`src/rtl/cordic_sincos_sched_pkg.sv`:
```
// Shared constants and types for the CORDIC sin/cos pipeline and its scheduler.
package pkg_cordic_sincos;

    // Pipeline depth: iteration stages plus the quadrant pre-fold and the
    // post-process (sign fix + output register).
    localparam int STAGES         = 16;
    localparam int PRE_DEPTH      = 1;
    localparam int POST_DEPTH     = 2;
    localparam int CORDIC_LATENCY = STAGES + PRE_DEPTH + POST_DEPTH;

    // Tag ID is sized for the largest supported requester count (8).
    localparam int IDW = 3;

    typedef struct packed {
        logic           v;
        logic [IDW-1:0] id;
    } cordic_tag_t;

endpackage

```
`src/rtl/cordic_sincos_sched_rr_arbiter.sv`:
```
// Round-robin arbiter: search starts one past the last winner and wraps.
module rr_arbiter #(
    parameter int N  = 4,
    parameter int IW = $clog2(N)
) (
    input  logic          i_clk,
    input  logic          i_rst_n,
    input  logic [N-1:0]  req,
    input  logic          adv,
    output logic [N-1:0]  gnt,
    output logic [IW-1:0] gnt_id
);

    logic [IW-1:0] last;
    logic          found;

    // Pick the first requester after last; grant only when the pipe advances.
    always_comb begin
        int j;
        gnt    = '0;
        gnt_id = '0;
        found  = 1'b0;
        j      = 0;
        for (int i = 1; i <= N; i++) begin
            j = int'(last) + i;
            if (j >= N) j = j - N;
            if (!found && req[j]) begin
                found  = 1'b1;
                gnt_id = IW'(j);
            end
        end
        if (adv && found) gnt[gnt_id] = 1'b1;
    end

    // Pointer moves to the winner only on an actual issue.
    always_ff @(posedge i_clk or negedge i_rst_n) begin
        if (!i_rst_n)          last <= IW'(N - 1);
        else if (adv && found) last <= gnt_id;
    end

endmodule

```
`src/rtl/cordic_sincos_sched.sv`:
```
// Shares one cordic_sincos pipeline among NREQ requesters. IDs ride a tag
// line matched to the pipeline depth; the result register backpressures the
// whole pipeline through o_cordic_en.
module cordic_sincos_sched
    import pkg_cordic_sincos::*;
#(
    parameter int NREQ    = 4,
    parameter int BITS    = 16,
    parameter int LATENCY = CORDIC_LATENCY
) (
    input  logic                     i_clk,
    input  logic                     i_rst_n,
    input  logic [NREQ-1:0]          i_req_valid,
    input  logic [NREQ*BITS-1:0]     i_req_theta,
    output logic [NREQ-1:0]          o_req_ready,
    output logic                     o_cordic_en,
    output logic                     o_cordic_start,
    output logic [BITS-1:0]          o_cordic_theta,
    input  logic                     i_cordic_valid,
    input  logic [BITS-1:0]          i_cordic_sin,
    input  logic [BITS-1:0]          i_cordic_cos,
    output logic                     o_res_valid,
    output logic [$clog2(NREQ)-1:0]  o_res_id,
    output logic [BITS-1:0]          o_res_sin,
    output logic [BITS-1:0]          o_res_cos,
    input  logic                     i_res_ready,
    output logic                     o_busy,
    output logic                     o_err
);

    localparam int IW = $clog2(NREQ);
    localparam int CW = $clog2(LATENCY + 2);

    logic [IW-1:0] gnt_id;
    cordic_tag_t   tag_in;
    cordic_tag_t   tag_q [LATENCY];
    logic [CW-1:0] cnt;
    logic          issue;
    logic          retire;
    logic          unused_tag_bits;

    // Pipeline advances unless a held result is waiting on the consumer.
    assign o_cordic_en    = !o_res_valid || i_res_ready;
    assign o_cordic_start = o_cordic_en && |i_req_valid;
    assign issue          = o_cordic_start;
    assign retire         = o_res_valid && i_res_ready;
    assign o_busy         = (cnt != '0);

    rr_arbiter #(.N(NREQ), .IW(IW)) u_arb (
        .i_clk   (i_clk),
        .i_rst_n (i_rst_n),
        .req     (i_req_valid),
        .adv     (o_cordic_en),
        .gnt     (o_req_ready),
        .gnt_id  (gnt_id)
    );

    // Steer the granted angle; zero when nothing is issued.
    always_comb begin
        o_cordic_theta = '0;
        if (o_cordic_start) o_cordic_theta = i_req_theta[int'(gnt_id)*BITS +: BITS];
        tag_in    = '0;
        tag_in.v  = o_cordic_start;
        tag_in.id = IDW'(gnt_id);
    end

    // Tag delay line, frozen together with the pipeline.
    always_ff @(posedge i_clk or negedge i_rst_n) begin
        if (!i_rst_n) begin
            for (int i = 0; i < LATENCY; i++) tag_q[i] <= '0;
        end else if (o_cordic_en) begin
            tag_q[0] <= tag_in;
            for (int i = 1; i < LATENCY; i++) tag_q[i] <= tag_q[i-1];
        end
    end

    // Upper ID bits are spare when NREQ < 8.
    assign unused_tag_bits = ^tag_q[LATENCY-1].id;

    // Result register; holds while the consumer stalls.
    always_ff @(posedge i_clk or negedge i_rst_n) begin
        if (!i_rst_n) begin
            o_res_valid <= 1'b0;
            o_res_id    <= '0;
            o_res_sin   <= '0;
            o_res_cos   <= '0;
        end else if (o_cordic_en) begin
            o_res_valid <= i_cordic_valid;
            o_res_id    <= tag_q[LATENCY-1].id[IW-1:0];
            o_res_sin   <= i_cordic_sin;
            o_res_cos   <= i_cordic_cos;
        end
    end

    // Sticky flag: pipeline valid disagrees with the tag that should match it.
    always_ff @(posedge i_clk or negedge i_rst_n) begin
        if (!i_rst_n)                                           o_err <= 1'b0;
        else if (o_cordic_en && (i_cordic_valid != tag_q[LATENCY-1].v)) o_err <= 1'b1;
    end

    // In-flight count: issued but not yet taken by the consumer.
    always_ff @(posedge i_clk or negedge i_rst_n) begin
        if (!i_rst_n)              cnt <= '0;
        else if (issue && !retire) cnt <= cnt + CW'(1);
        else if (!issue && retire) cnt <= cnt - CW'(1);
    end

endmodule

```
`config.mk`:
```
export PLATFORM = sky130hd
export DESIGN_NAME = cordic_sincos_sched
export DESIGN_NICKNAME = d
export VERILOG_FILES = /design/src/rtl/cordic_sincos_sched_pkg.sv /design/src/rtl/cordic_sincos_sched_rr_arbiter.sv /design/src/rtl/cordic_sincos_sched.sv
export SDC_FILE = /design/constraint.sdc
export NUM_CORES = 1
export LEC_CHECK = 0
export ABC_CLOCK_PERIOD_IN_PS = 4150
export CORE_ASPECT_RATIO = 1.5
export CORE_MARGIN = 2
export CORE_UTILIZATION = 40
export CTS_CLUSTER_SIZE = 25
export DETAILED_ROUTE_END_ITERATION = 12
export MAX_ROUTING_LAYER = met4
export PLACE_DENSITY_LB_ADDON = 0.1
export SLEW_MARGIN = 20
export SYNTH_ARGS = -nofsm -noshare
export SYNTH_HDL_FRONTEND = slang
export SYNTH_SLANG_ARGS = --single-unit
```
`constraint.sdc`:
```
create_clock -name i_clk -period 4.15 [get_ports i_clk]
set_input_delay 0.6225 -clock i_clk [delete_from_list [all_inputs] [get_ports i_clk]]
set_output_delay 0.6225 -clock i_clk [all_outputs]
set_load 0.005 [all_outputs]
```
==> impl_metrics.env, run 1 <==
export IMPL_start_kind="input port"
export IMPL_cts_root_buf="clkbuf_16"
export IMPL_clk_transition_reported_paths_ps=60
export IMPL_drv_slew=0
export IMPL_dpl_hpwl_um=7388
export IMPL_synth_warnings=0
export IMPL_critPathSlowestCell="clkdlybuf4s50_1"
export IMPL_fin_skew_ps=6.250
export IMPL_grt_max_degree=93
export IMPL_dr_pass1_iters=4
export IMPL_routed_wirelength_um=10320
export IMPL_setup_viol=0
export IMPL_gp_congestion=0.7216
export IMPL_synth_area_leaders="dfrtp_1, nand2_1, mux2i_1"
export IMPL_first_iter_violations=174
export IMPL_multi_input_area_um2=1831
export IMPL_rsz0062_at_grt="no"
export IMPL_worstMarginPinSlew_ps=908.4
export IMPL_async_reset_ff_frac=1.000
export IMPL_internal_power_uw=2054
export IMPL_core_area_um2=11060
export IMPL_path_max_fanout=28
export IMPL_grt_pass1_vias=3787
export IMPL_cts_sinks=100
export IMPL_p_per_area_nw_per_um2=444.8
export IMPL_holdCritPathClass="in -> async"
export IMPL_gr_total_overflow=0
export IMPL_layout_drive_gt1_share=0.04726
export IMPL_clockBufferDepth=2
export IMPL_switchingPower_uw=819.3
export IMPL_synthFlopType="dfrtp_1"
export IMPL_crit_start="i_req_valid[3]"
export IMPL_num_fill_cells=1036
export IMPL_hold_viol_final=0
export IMPL_rows=47
export IMPL_antenna_found_initial=1
export IMPL_crit_arrival_ps=2950
export IMPL_finalNetCount=763
export IMPL_comb_power_share=0.290
export IMPL_grt_pass1_wl_um=17310
export IMPL_fin_setup_tns_ps=0
export IMPL_start_util=0.4104
export IMPL_post_synth_top_area_cell="dfrtp_1"
export IMPL_die_width_um=90.96
export IMPL_cts_tree="yes"
export IMPL_die_h_um=134.4
export IMPL_critPathKind="in -> out"
export IMPL_outcome="complete, no violations"
export IMPL_end_kind="primary output"
export IMPL_clock_latency_ps=340
export IMPL_dieArea_um2=12230
export IMPL_maxCapViolCount=0
export IMPL_regArea_um2=2505
export IMPL_wl_per_cell_um=12.84
export IMPL_syn_area_um2=4537
export IMPL_postSynthAreaPerCell_um2=8.966
export IMPL_drc=0
export IMPL_syn_inst=506
export IMPL_cts_resized=0
export IMPL_portBuffers=162
export IMPL_clkPwrFrac=0.258
export IMPL_cpLargestDelayFamily="buffers and inverters"
export IMPL_cts_buffers=9
export IMPL_synth_edf_count=0
export IMPL_pin_count=163
export IMPL_grtUsageTotal=0.1805
export IMPL_synth_top_area_share=0.5405
export IMPL_crit_chain="clkdlybuf4s50_1, and2b_1, o21ai_1, nor3_4, buf_12, mux2i_1, o22ai_1, clkdlybuf4s50_1"
export IMPL_power_frac_seq=0.452
export IMPL_synth_seq_cells=100
export IMPL_areaGrowthSynthToFinish_pct=42.39
export IMPL_via_count=3810
export IMPL_synth_cell_types=38
export IMPL_htree_levels=3
export IMPL_syn_nets=615
export IMPL_dpl_cell_count=790
export IMPL_fin_crit_sh=0.8603
export IMPL_ir_worst_vdd_v=0.0002413
export IMPL_reg2reg_from="o_res_valid"
export IMPL_stdcell_count=804
export IMPL_routed_via_density=4.739
export IMPL_hold_ws_ps=407.9
export IMPL_slew_headroom=0.3944
export IMPL_ant_nets=0
export IMPL_seq_area_frac_synth=0.5521
export IMPL_hold_buffers=0
export IMPL_crit_top_cell="clkdlybuf4s50_1"
export IMPL_path_buf_inv=3
export IMPL_crit_path_max_incr_delay_ps=570
export IMPL_crit_required_ps=3530
export IMPL_max_freq_ghz=0.2801
export IMPL_sw_frac_of_total=0.2852
export IMPL_cts_setup_buffers=0
export IMPL_cellLeakagePower_uw=0.003177
export IMPL_period_needed_ps=3570
==> routing by layer <==
metal	global-route usage	part of all wire	vias up
met1	0.2064	0.41	1772
li1	-	-	1888
met4	0.06987	0.016	0
met3	0.05506	0.071	10
met2	0.2975	0.50	140
met5	-	0	-
==> metrics by stage <==
stage | area (um^2) | power, uW | util | setup WS (ps)
after detailed placement | 6201 | 2161 | 0.5609 | 568.5
after global routing | 6460 | 3060 | 0.5843 | 447.0
final | 6460 | 2873 | 0.5843 | 579.6
after CTS | 6457 | 2917 | 0.5841 | 565.8
after floorplan | 4537 | 1795 | - | 1646
after global placement | 6201 | 2130 | 0.5609 | 678.6
==> worst reg2reg max path, cell delays in order, from the launching register on <==
cell,delay [ps]
dfrtp_1,390
nor2b_4,130
or2_1,350
inv_6,130
ha_1,180
inv_1,100
fa_1,410
a21o_1,200
a21oi_1,170
xnor2_1,130
nor2_1,60
xor2_1,140
==> synthesized netlist by cell type, types with 2 or more instances <==
cell	count
buf_6	4
buf_1	2
ha_1	4
nor3_1	3
o21ai_0	2
nand2_2	2
buf_12	2
xnor2_1	3
clkbuf_1	10
dfstp_2	2
xor2_1	3
a21o_1	3
dfrtp_1	98
nand2b_1	3
inv_1	2
o22ai_1	16
nand2_1	278
a21oi_1	3
buf_2	10
nor2_1	6
mux2i_1	33
==> logic make-up after synthesis <==
| group | Yosys count | share of synthesized area |
|---|---|---|
| AND/OR/NAND/NOR | 298 | 0.2543 |
| AO/OA/AOI/OAI | 30 | 0.04385 |
| adder cells (fa/ha/maj) | 5 | 0.01544 |
| XOR/XNOR | 6 | 0.01159 |
| buffers and inverters | 33 | 0.04744 |
| multiplexers | 34 | 0.07529 |
| flip-flops | 100 | 0.5521 |
==> power by group through the flow <==
stage	logic (uW)	registers, uW	clock network (uW)
after floorplan	503	1290	0
after global routing	931	1330	802
after CTS	850	1300	766
after detailed placement	844	1320	0
after global placement	823	1310	0
final	834	1300	740
==> sequential cells by signal, indices dropped and copies added (netlist names) <==
register     flops
cnt              5
o_err            1
o_res_cos       16
o_res_id         2
o_res_sin       16
o_res_valid      1
tag_q           57
u_arb.last       2
==> placed cells by master, fill, tap and decap left out, types with 2 or more instances in the layout <==
cell type,instances
a21o_1,3
a21oi_1,3
buf_4,4
clkbuf_16,9
clkdlybuf4s50_1,161
dfrtp_1,98
dfstp_2,2
ha_1,4
inv_2,2
mux2i_1,33
nand2_1,278
nand2_2,2
nand2b_1,3
nor2_1,6
nor3_1,3
o21ai_0,2
o22ai_1,16
xnor2_1,3
xor2_1,3
==> final cells by class <==
class,count,area share
flip-flops and latches,100,0.3878
multi-input cells,373,0.2834
repair buffers,166,0.2572
clock buffers,11,0.03758
diodes,1,0.0003874
clock inverters,2,0.002131
well taps,147,0.02847
inverters,4,0.003099
==> final timing paths <==
path | to | slack [ps] | cells after the start
setup / recovery | o_cordic_theta[9] | 580 | 8
hold / removal | tag_q[13] | 410 | 1
setup reg to reg | cnt[4] | 1640 | 11
hold reg to reg | o_err | 460 | 1
max in group asynchronous | o_res_sin[3] | 2830 | 2
min in group i_clk | o_err | 460 | 1
(Power assumes the default switching activity.)
==> run 2, diff against run 1 <==
--- a/config.mk
+++ b/config.mk
@@ -13,7 +13,7 @@
 export DETAILED_ROUTE_END_ITERATION = 12
 export MAX_ROUTING_LAYER = met4
 export PLACE_DENSITY_LB_ADDON = 0.1
-export SLEW_MARGIN = 20
+export SKIP_LAST_GASP = 1
 export SYNTH_ARGS = -nofsm -noshare
 export SYNTH_HDL_FRONTEND = slang
 export SYNTH_SLANG_ARGS = --single-unit
==> results of run 2 <==
Final layout, timing and power as in run 1 (identical DEF).
